[config.mk]
export PLATFORM = sky130hd
export DESIGN_NAME = multicycle_ctrl_wait_flat
export DESIGN_NICKNAME = d
export VERILOG_FILES = /design/src/rtl/multicycle_ctrl_wait_if.sv /design/src/rtl/multicycle_ctrl_wait.sv /design/src/flat_wrapper.sv
export SDC_FILE = /design/constraint.sdc
export NUM_CORES = 1
export LEC_CHECK = 0
export CORE_MARGIN = 5
export CORE_UTILIZATION = 57
export CTS_BUF_LIST = sky130_fd_sc_hd__clkbuf_2
export CTS_CLUSTER_SIZE = 10
export DETAILED_ROUTE_END_ITERATION = 10
export PLACE_DENSITY = 0.83
export SLEW_MARGIN = 5
export SYNTH_ARGS = -nofsm -noshare
export SYNTH_HDL_FRONTEND = slang
export SYNTH_SLANG_ARGS = --single-unit
[constraint.sdc]
create_clock -name clk -period 3.65 [get_ports clk]
set_clock_uncertainty 0.15 [all_clocks]
set_input_delay 0.9125 -clock clk [delete_from_list [all_inputs] [get_ports clk]]
set_output_delay 0.9125 -clock clk [all_outputs]
set_load 0.01 [all_outputs]
[src/rtl/multicycle_ctrl_wait_if.sv]
// Control/datapath bundle for the multicycle RV32I controller: opcode and
// memory handshake in, datapath controls and trap/retire status out.
interface multicycle_ctrl_wait_if #(
  parameter int CNT_W = 32
);
  logic [6:0]       instruction_opcode;
  logic             mem_ready;
  logic             pc_write, ir_write, pc_source, reg_write, memory_read;
  logic             is_immediate, memory_write, pc_write_cond, lorD, memory_to_reg;
  logic [1:0]       aluop, alu_src_a, alu_src_b;
  logic             halted;
  logic [1:0]       trap_cause;
  logic             retired;
  logic [CNT_W-1:0] instret;

  modport master (
    input  instruction_opcode, mem_ready,
    output pc_write, ir_write, pc_source, reg_write, memory_read,
           is_immediate, memory_write, pc_write_cond, lorD, memory_to_reg,
           aluop, alu_src_a, alu_src_b, halted, trap_cause, retired, instret
  );

  modport slave (
    output instruction_opcode, mem_ready,
    input  pc_write, ir_write, pc_source, reg_write, memory_read,
           is_immediate, memory_write, pc_write_cond, lorD, memory_to_reg,
           aluop, alu_src_a, alu_src_b, halted, trap_cause, retired, instret
  );
endinterface

[src/rtl/multicycle_ctrl_wait.sv]
// Multicycle RV32I control FSM with memory wait states, wait-state timeout,
// sticky trap state and retired-instruction counter.
module multicycle_ctrl_wait #(
  parameter int MEM_TIMEOUT   = 16,
  parameter int CNT_W         = 32,
  parameter int SUPPORT_UPPER = 1
) (
  input logic                    clk,
  input logic                    rst,
  multicycle_ctrl_wait_if.master bus
);
  localparam logic [6:0] OP_LOAD  = 7'b0000011;
  localparam logic [6:0] OP_STORE = 7'b0100011;
  localparam logic [6:0] OP_R     = 7'b0110011;
  localparam logic [6:0] OP_I     = 7'b0010011;
  localparam logic [6:0] OP_BR    = 7'b1100011;
  localparam logic [6:0] OP_JAL   = 7'b1101111;
  localparam logic [6:0] OP_JALR  = 7'b1100111;
  localparam logic [6:0] OP_AUIPC = 7'b0010111;
  localparam logic [6:0] OP_LUI   = 7'b0110111;
  localparam logic [6:0] OP_SYS   = 7'b1110011;

  typedef enum logic [4:0] {
    FETCH, DECODE, MEMADR, MEMREAD, MEMWB, MEMWRITE, EXECUTER, EXECUTEI, ALUWB,
    BRANCH, JAL_CALC, JAL_WB, JALR_CALC, JALR_WB, AUIPC_CALC, AUIPC_WB,
    LUI_CALC, LUI_WB, TRAP
  } state_t;

  state_t           state_q, state_d;
  logic [1:0]       cause_q, cause_d;
  logic [CNT_W-1:0] wait_q, wait_d, wait_inc;
  logic [CNT_W-1:0] instret_q, instret_d;
  logic             in_mem, timeout;

  logic       pc_write_c, ir_write_c, pc_source_c, reg_write_c, memory_read_c;
  logic       is_immediate_c, memory_write_c, pc_write_cond_c, lord_c, mem_to_reg_c;
  logic [1:0] aluop_c, src_a_c, src_b_c;
  logic       halted_c, retired_c;

  always_comb begin
    state_d         = state_q;
    cause_d         = cause_q;
    pc_write_c      = 1'b0;
    ir_write_c      = 1'b0;
    pc_source_c     = 1'b0;
    reg_write_c     = 1'b0;
    memory_read_c   = 1'b0;
    is_immediate_c  = 1'b0;
    memory_write_c  = 1'b0;
    pc_write_cond_c = 1'b0;
    lord_c          = 1'b0;
    mem_to_reg_c    = 1'b0;
    aluop_c         = 2'b00;
    src_a_c         = 2'b00;
    src_b_c         = 2'b00;
    halted_c        = 1'b0;
    retired_c       = 1'b0;

    // Saturating wait counter; any ready cycle or non-memory state clears it.
    in_mem   = (state_q == FETCH) || (state_q == MEMREAD) || (state_q == MEMWRITE);
    wait_inc = (wait_q == '1) ? wait_q : wait_q + CNT_W'(1);
    wait_d   = (in_mem && !bus.mem_ready) ? wait_inc : '0;
    timeout  = (MEM_TIMEOUT != 0) && in_mem && !bus.mem_ready &&
               (wait_inc >= CNT_W'(MEM_TIMEOUT));

    case (state_q)
      FETCH: begin
        memory_read_c = 1'b1;
        src_b_c       = 2'b01;
        ir_write_c    = bus.mem_ready;
        pc_write_c    = bus.mem_ready;
        if (bus.mem_ready) state_d = DECODE;
      end
      DECODE: begin
        src_a_c = 2'b10;
        src_b_c = 2'b10;
        case (bus.instruction_opcode)
          OP_LOAD, OP_STORE: state_d = MEMADR;
          OP_R:              state_d = EXECUTER;
          OP_I:              state_d = EXECUTEI;
          OP_BR:             state_d = BRANCH;
          OP_JAL:            state_d = JAL_CALC;
          OP_JALR:           state_d = JALR_CALC;
          OP_AUIPC: begin
            state_d = (SUPPORT_UPPER != 0) ? AUIPC_CALC : TRAP;
            if (SUPPORT_UPPER == 0) cause_d = 2'b01;
          end
          OP_LUI: begin
            state_d = (SUPPORT_UPPER != 0) ? LUI_CALC : TRAP;
            if (SUPPORT_UPPER == 0) cause_d = 2'b01;
          end
          OP_SYS: begin
            state_d = TRAP;
            cause_d = 2'b10;
          end
          default: begin
            state_d = TRAP;
            cause_d = 2'b01;
          end
        endcase
      end
      MEMADR: begin
        src_a_c = 2'b01;
        src_b_c = 2'b10;
        state_d = (bus.instruction_opcode == OP_LOAD) ? MEMREAD : MEMWRITE;
      end
      MEMREAD: begin
        memory_read_c = 1'b1;
        lord_c        = 1'b1;
        if (bus.mem_ready) state_d = MEMWB;
      end
      MEMWB: begin
        reg_write_c  = 1'b1;
        mem_to_reg_c = 1'b1;
        retired_c    = 1'b1;
        state_d      = FETCH;
      end
      MEMWRITE: begin
        memory_write_c = 1'b1;
        lord_c         = 1'b1;
        if (bus.mem_ready) begin
          retired_c = 1'b1;
          state_d   = FETCH;
        end
      end
      EXECUTER: begin
        src_a_c = 2'b01;
        aluop_c = 2'b10;
        state_d = ALUWB;
      end
      EXECUTEI: begin
        src_a_c        = 2'b01;
        src_b_c        = 2'b10;
        aluop_c        = 2'b10;
        is_immediate_c = 1'b1;
        state_d        = ALUWB;
      end
      BRANCH: begin
        src_a_c         = 2'b01;
        aluop_c         = 2'b01;
        pc_write_cond_c = 1'b1;
        pc_source_c     = 1'b1;
        retired_c       = 1'b1;
        state_d         = FETCH;
      end
      JAL_CALC, JALR_CALC: begin
        src_a_c        = 2'b10;
        src_b_c        = 2'b01;
        pc_write_c     = 1'b1;
        pc_source_c    = 1'b1;
        is_immediate_c = (state_q == JALR_CALC);
        state_d        = (state_q == JAL_CALC) ? JAL_WB : JALR_WB;
      end
      AUIPC_CALC: begin
        src_a_c = 2'b10;
        src_b_c = 2'b10;
        state_d = AUIPC_WB;
      end
      LUI_CALC: begin
        src_a_c = 2'b11;
        src_b_c = 2'b10;
        state_d = LUI_WB;
      end
      ALUWB, JAL_WB, JALR_WB, AUIPC_WB, LUI_WB: begin
        reg_write_c = 1'b1;
        retired_c   = 1'b1;
        state_d     = FETCH;
      end
      TRAP:    halted_c = 1'b1;
      default: state_d  = FETCH;
    endcase

    // A ready in the same cycle wins, since timeout already requires !mem_ready.
    if (timeout) begin
      state_d = TRAP;
      cause_d = 2'b11;
    end

    instret_d = instret_q + CNT_W'(retired_c);
  end

  always_ff @(posedge clk or posedge rst) begin
    if (rst) begin
      state_q   <= FETCH;
      cause_q   <= 2'b00;
      wait_q    <= '0;
      instret_q <= '0;
    end else begin
      state_q   <= state_d;
      cause_q   <= cause_d;
      wait_q    <= wait_d;
      instret_q <= instret_d;
    end
  end

  assign bus.pc_write      = pc_write_c;
  assign bus.ir_write      = ir_write_c;
  assign bus.pc_source     = pc_source_c;
  assign bus.reg_write     = reg_write_c;
  assign bus.memory_read   = memory_read_c;
  assign bus.is_immediate  = is_immediate_c;
  assign bus.memory_write  = memory_write_c && (state_q == MEMWRITE);
  assign bus.pc_write_cond = pc_write_cond_c;
  assign bus.lorD          = lord_c;
  assign bus.memory_to_reg = mem_to_reg_c;
  assign bus.aluop         = aluop_c;
  assign bus.alu_src_a     = src_a_c;
  assign bus.alu_src_b     = src_b_c;
  assign bus.halted        = halted_c;
  assign bus.trap_cause    = cause_q;
  assign bus.retired       = retired_c;
  assign bus.instret       = instret_q;
endmodule

[src/flat_wrapper.sv]
// flat-port wrapper written by rule: the top's interface ports become plain ports
module multicycle_ctrl_wait_flat 
#(
  parameter int MEM_TIMEOUT   = 16,
  parameter int CNT_W         = 32,
  parameter int SUPPORT_UPPER = 1
)
  (clk, rst, bus_instruction_opcode, bus_mem_ready, bus_pc_write, bus_ir_write, bus_pc_source, bus_reg_write, bus_memory_read, bus_is_immediate, bus_memory_write, bus_pc_write_cond, bus_lorD, bus_memory_to_reg, bus_aluop, bus_alu_src_a, bus_alu_src_b, bus_halted, bus_trap_cause, bus_retired, bus_instret);
  multicycle_ctrl_wait_if #(.CNT_W(CNT_W)) bus_i ();
  input logic clk;
  input logic rst;
  input wire logic [$bits(bus_i.instruction_opcode)-1:0] bus_instruction_opcode;
  input wire logic [$bits(bus_i.mem_ready)-1:0] bus_mem_ready;
  output wire logic [$bits(bus_i.pc_write)-1:0] bus_pc_write;
  output wire logic [$bits(bus_i.ir_write)-1:0] bus_ir_write;
  output wire logic [$bits(bus_i.pc_source)-1:0] bus_pc_source;
  output wire logic [$bits(bus_i.reg_write)-1:0] bus_reg_write;
  output wire logic [$bits(bus_i.memory_read)-1:0] bus_memory_read;
  output wire logic [$bits(bus_i.is_immediate)-1:0] bus_is_immediate;
  output wire logic [$bits(bus_i.memory_write)-1:0] bus_memory_write;
  output wire logic [$bits(bus_i.pc_write_cond)-1:0] bus_pc_write_cond;
  output wire logic [$bits(bus_i.lorD)-1:0] bus_lorD;
  output wire logic [$bits(bus_i.memory_to_reg)-1:0] bus_memory_to_reg;
  output wire logic [$bits(bus_i.aluop)-1:0] bus_aluop;
  output wire logic [$bits(bus_i.alu_src_a)-1:0] bus_alu_src_a;
  output wire logic [$bits(bus_i.alu_src_b)-1:0] bus_alu_src_b;
  output wire logic [$bits(bus_i.halted)-1:0] bus_halted;
  output wire logic [$bits(bus_i.trap_cause)-1:0] bus_trap_cause;
  output wire logic [$bits(bus_i.retired)-1:0] bus_retired;
  output wire logic [$bits(bus_i.instret)-1:0] bus_instret;
  assign bus_i.instruction_opcode = bus_instruction_opcode;
  assign bus_i.mem_ready = bus_mem_ready;
  assign bus_pc_write = bus_i.pc_write;
  assign bus_ir_write = bus_i.ir_write;
  assign bus_pc_source = bus_i.pc_source;
  assign bus_reg_write = bus_i.reg_write;
  assign bus_memory_read = bus_i.memory_read;
  assign bus_is_immediate = bus_i.is_immediate;
  assign bus_memory_write = bus_i.memory_write;
  assign bus_pc_write_cond = bus_i.pc_write_cond;
  assign bus_lorD = bus_i.lorD;
  assign bus_memory_to_reg = bus_i.memory_to_reg;
  assign bus_aluop = bus_i.aluop;
  assign bus_alu_src_a = bus_i.alu_src_a;
  assign bus_alu_src_b = bus_i.alu_src_b;
  assign bus_halted = bus_i.halted;
  assign bus_trap_cause = bus_i.trap_cause;
  assign bus_retired = bus_i.retired;
  assign bus_instret = bus_i.instret;
  multicycle_ctrl_wait #(.MEM_TIMEOUT(MEM_TIMEOUT), .CNT_W(CNT_W), .SUPPORT_UPPER(SUPPORT_UPPER)) u_core (.clk(clk), .rst(rst), .bus(bus_i));
endmodule
==> qor_table.md <==
| Parameter | Reported |
| --- | --- |
| Drt initial violations | 264 |
| Synth top area share | 39.7% |
| TritonRoute pass-1 iters | 5 |
| Top cell type by total area after synthesis | sky130_fd_sc_hd__dfrtp_1 |
| Final Wtd Congestion | 0.972 |
| HPWL Detailed | 8290 um |
| Worst slack, placed | -0.299 ns |
| Fin worst setup slack | 0.0895 ns |
| Final standard cell count with taps included and fillers excluded | 696 |
| Max-Slew Margin vs Limit | 53.2% |
| Number of remaining DRC errors | 0 |
| Adder-cell share of the synthesized area | 0.838% |
| Max VDD drop | 0.198 mV |
| Post-synth EDFFs | 0 |
| Vias in the first global route | 4100 |
| Final count of hold timing violations | 0 |
| Antenna diode count | 0 |
| Final-layout setup total negative slack | 0 ns |
| Synthesized area divided by synthesized cell count | 8.69 um2 |
| Placed insts | 678 |
| Area of the die | 9730 um2 |
| Largest family of logic cells by synthesized area | simple AND/OR/NAND/NOR gates |
| Number of setup violations in the final report | 0 |
| Std cell rows | 32 |
| Wirelength, routed | 11200 um |
| Nets in the synthesized netlist | 528 |
| Synth Area in XOR/XNOR | 13.1% |
| Final worst path period need | 3.56 ns |
| Cell area after synthesis | 4480 um2 |
| Horizontal die dimension | 98.6 um |
| Fraction of layout cells with a size suffix above 1 | 12.3% |
| DP Area | 5280 um2 |
| Maximum number of pins on one net before global-route repair | 40 |
| Wire length of the first global-routing pass | 19000 um |
| Utilization after layout | 70.7% |
| Total global routing track utilization | 23.4% |
| Top cells by area, synth | sky130_fd_sc_hd__dfrtp_1 40%, sky130_fd_sc_hd__xnor2_1 7.6%, sky130_fd_sc_hd__nor2_1 5.5% |
| Vias per Instance | 5.98 |
| Clock sink total | 71 |
| Clock-pin transition on the worst setup and hold timing paths | 0.24 ns |
| Arrival time worst endpoint | 2.50 ns |
| Post-Synth Simple-Gate Area | 29.6% |
| Core Area | 7690 um2 |
| Static leakage power | 2.33 nW |
| Yosys Warn Count | 0 |
| Deepest level of the CTS H-tree | 3 |
| Clock root buffer master | sky130_fd_sc_hd__clkbuf_2 |
| Tightest Hold Check Type | reg -> reg |
| CP startpoint kind | input port |
| Power per Cell Area | 410 nW/um2 |
| Highest achievable clock rate | 0.281 GHz |
| Chip height | 98.6 um |
| Routed via count | 4159 |
| Hold WS | 0.359 ns |
| Finished Cell Area | 5440 um2 |
| Compound-cell area share of the yosys netlist | 10.6% |
| Outcome | completed |
| Synthesized instance count | 515 |
| Slew at the pin closest to its max-slew limit | 0.702 ns |
| Total power | 2.23 mW |
| Crit end category | output port |
| Share of cell area taken by muxes after synthesis | 1.79% |
| Number of buffers created by CTS | 9 |
| Count of cell types in the netlist | 59 |
| Final slew viol count | 0 |
| CTS tree | yes |
| Top-level port count | 62 |
| Share of synthesized flip-flops with an asynchronous set or reset | 100% |
| Clock insertion delay at the later pin of the skew report | 0.54 ns |
| Share of the clock period used by the worst path | 97.5% |
| Post-layout net count | 602 |
| Max-cap violations | 0 |
| Highest net fanout along the worst path | 2 |
| Data required time at the worst endpoint | 2.59 ns |
| Leading register cell type out of synthesis | sky130_fd_sc_hd__dfrtp_1 |
| Worst-case clock buffer depth | 2 |
| Routed WL per cell | 16.1 um |
| Initial standard-cell utilization of the core | 58.2% |
| Number of buffer cells added on primary ports | 61 |
| GR Overflow Total | 0 |
| Final antenna-violating net count | 0 |
| Synthesis-to-layout area growth | 21.5% |
| Post-synthesis register bit count | 71 |
| Critical Setup Path Class | in -> out |
| Number of antenna violations at the first check in global routing | 0 |
| Setup repair after global routing missed its margin | no |
| Portion of the post-synthesis area used by sequential elements | 39.7% |
[critical path: stages]
cell and delay, ns:
sky130_fd_sc_hd__clkdlybuf4s50_1 0.49, sky130_fd_sc_hd__a31oi_1 0.09, sky130_fd_sc_hd__o22a_1 0.21, sky130_fd_sc_hd__o21ai_2 0.15
sky130_fd_sc_hd__buf_4 0.12, sky130_fd_sc_hd__clkdlybuf4s50_1 0.52
[report_power, final]
| part | internal, mW | switching (mW) |
|---|---|---|
| logic | 0.397 | 0.458 |
| clock network | 0.103 | 0.333 |
| registers | 0.844 | 0.0935 |
[timing repair]
action / CTS / global route
setup endpoints to repair: 1 / 11
hold buffers: 0 / 0
gates cloned: 0 / 0
resized for setup: 2 / 7
buffers inserted: 0 / 2
[final cells by class]
cell class	instances	area, um2
clock buffers	9	45.0
clock inverters	7	61.3
fillers	612	2250
inverters	14	52.6
multi-input cells	404	2540
flip-flops and latches	71	1780
well taps	102	128
repair buffers	89	836
[cells in the mapped netlist (2+ instances only)]
| library cell | instances |
|---|---|
| sky130_fd_sc_hd__buf_1 | 2 |
| sky130_fd_sc_hd__or2_2 | 5 |
| sky130_fd_sc_hd__nand4_1 | 19 |
| sky130_fd_sc_hd__nor4_1 | 5 |
| sky130_fd_sc_hd__nor3_4 | 2 |
| sky130_fd_sc_hd__a31oi_1 | 11 |
| sky130_fd_sc_hd__ha_1 | 3 |
| sky130_fd_sc_hd__dfrtp_1 | 71 |
| sky130_fd_sc_hd__buf_4 | 3 |
| sky130_fd_sc_hd__and2_1 | 4 |
| sky130_fd_sc_hd__buf_2 | 3 |
| sky130_fd_sc_hd__o31ai_1 | 2 |
| sky130_fd_sc_hd__clkbuf_1 | 13 |
| sky130_fd_sc_hd__o21ai_0 | 19 |
| sky130_fd_sc_hd__nand2_1 | 45 |
| sky130_fd_sc_hd__a32oi_1 | 3 |
| sky130_fd_sc_hd__nor3b_1 | 2 |
| sky130_fd_sc_hd__nand2b_1 | 2 |
| sky130_fd_sc_hd__a21o_1 | 4 |
| sky130_fd_sc_hd__inv_1 | 14 |
| sky130_fd_sc_hd__and4_1 | 7 |
| sky130_fd_sc_hd__o22a_1 | 2 |
| sky130_fd_sc_hd__nor3_1 | 27 |
| sky130_fd_sc_hd__and3_1 | 8 |
| sky130_fd_sc_hd__or3_1 | 2 |
| sky130_fd_sc_hd__o21bai_1 | 4 |
| sky130_fd_sc_hd__xnor2_1 | 39 |
| sky130_fd_sc_hd__nand3_1 | 35 |
| sky130_fd_sc_hd__mux2i_1 | 8 |
| sky130_fd_sc_hd__nor2_1 | 66 |
| sky130_fd_sc_hd__nand3b_1 | 2 |
| sky130_fd_sc_hd__a21oi_1 | 21 |
| sky130_fd_sc_hd__buf_6 | 4 |
| sky130_fd_sc_hd__nor2b_1 | 6 |
| sky130_fd_sc_hd__xor2_1 | 26 |
| sky130_fd_sc_hd__nand3_2 | 3 |
[path summary, 6_finish.rpt]
path / startpoint / endpoint / slack (ns) / depth (start not counted)
max: bus_mem_ready / bus_retired / 0.09 / 6
min: u_core.bus.instret[31]$_DFF_PP0_ / u_core.bus.instret[31]$_DFF_PP0_ / 0.36 / 1
max reg2reg: u_core.wait_q[9]$_DFF_PP0_ / u_core.bus.trap_cause[1]$_DFFE_PP0P_ / 0.16 / 9
min reg2reg: u_core.bus.instret[31]$_DFF_PP0_ / u_core.bus.instret[31]$_DFF_PP0_ / 0.36 / 1
max in group asynchronous: rst / u_core.wait_q[14]$_DFF_PP0_ / 2.05 / 3
min in group asynchronous: rst / u_core.bus.instret[30]$_DFF_PP0_ / 0.60 / 2
[cell usage in the layout (no fill, tap or decap), types with 4 or more instances in the layout]
cell type and instances:
sky130_fd_sc_hd__a21o_1 4, sky130_fd_sc_hd__a21oi_1 21, sky130_fd_sc_hd__a31oi_1 11, sky130_fd_sc_hd__and2_1 4, sky130_fd_sc_hd__and3_1 8, sky130_fd_sc_hd__and4_1 7, sky130_fd_sc_hd__buf_4 27, sky130_fd_sc_hd__clkbuf_2 9
sky130_fd_sc_hd__clkdlybuf4s50_1 60, sky130_fd_sc_hd__dfrtp_1 69, sky130_fd_sc_hd__inv_1 13, sky130_fd_sc_hd__mux2i_1 8, sky130_fd_sc_hd__nand2_1 45, sky130_fd_sc_hd__nand3_1 35, sky130_fd_sc_hd__nand4_1 19, sky130_fd_sc_hd__nor2_1 66
sky130_fd_sc_hd__nor2b_1 6, sky130_fd_sc_hd__nor3_1 26, sky130_fd_sc_hd__nor4_1 4, sky130_fd_sc_hd__o21ai_0 18, sky130_fd_sc_hd__or2_2 5, sky130_fd_sc_hd__xnor2_1 38, sky130_fd_sc_hd__xor2_1 26
[cell families (layout without fill, tap and decap cells)]
kind of cell | count (synthesis) | in the layout
XOR/XNOR | 66 | 66
buffers and inverters | 40 | 119
adder cells (fa/ha/maj) | 3 | 3
multiplexers | 8 | 8
AO/OA/AOI/OAI | 75 | 75
AND/OR/NAND/NOR | 252 | 252
flip-flops | 71 | 71
[registers in the layout, summed over array words and instances (netlist names)]
signal / count
u_core.state_q: 5
u_core.bus.trap_cause: 2
u_core.wait_q: 32
u_core.bus.instret: 32
[routing by layer]
metal	vias to the layer above	GRT usage, %	routed length (um)
met4	0	7.25	166
li1	1973	-	-
met1	2013	30.0	4780
met2	154	39.7	5530
met5	-	0	0
met3	19	5.24	699
Power figures use the tool's default switching activity.
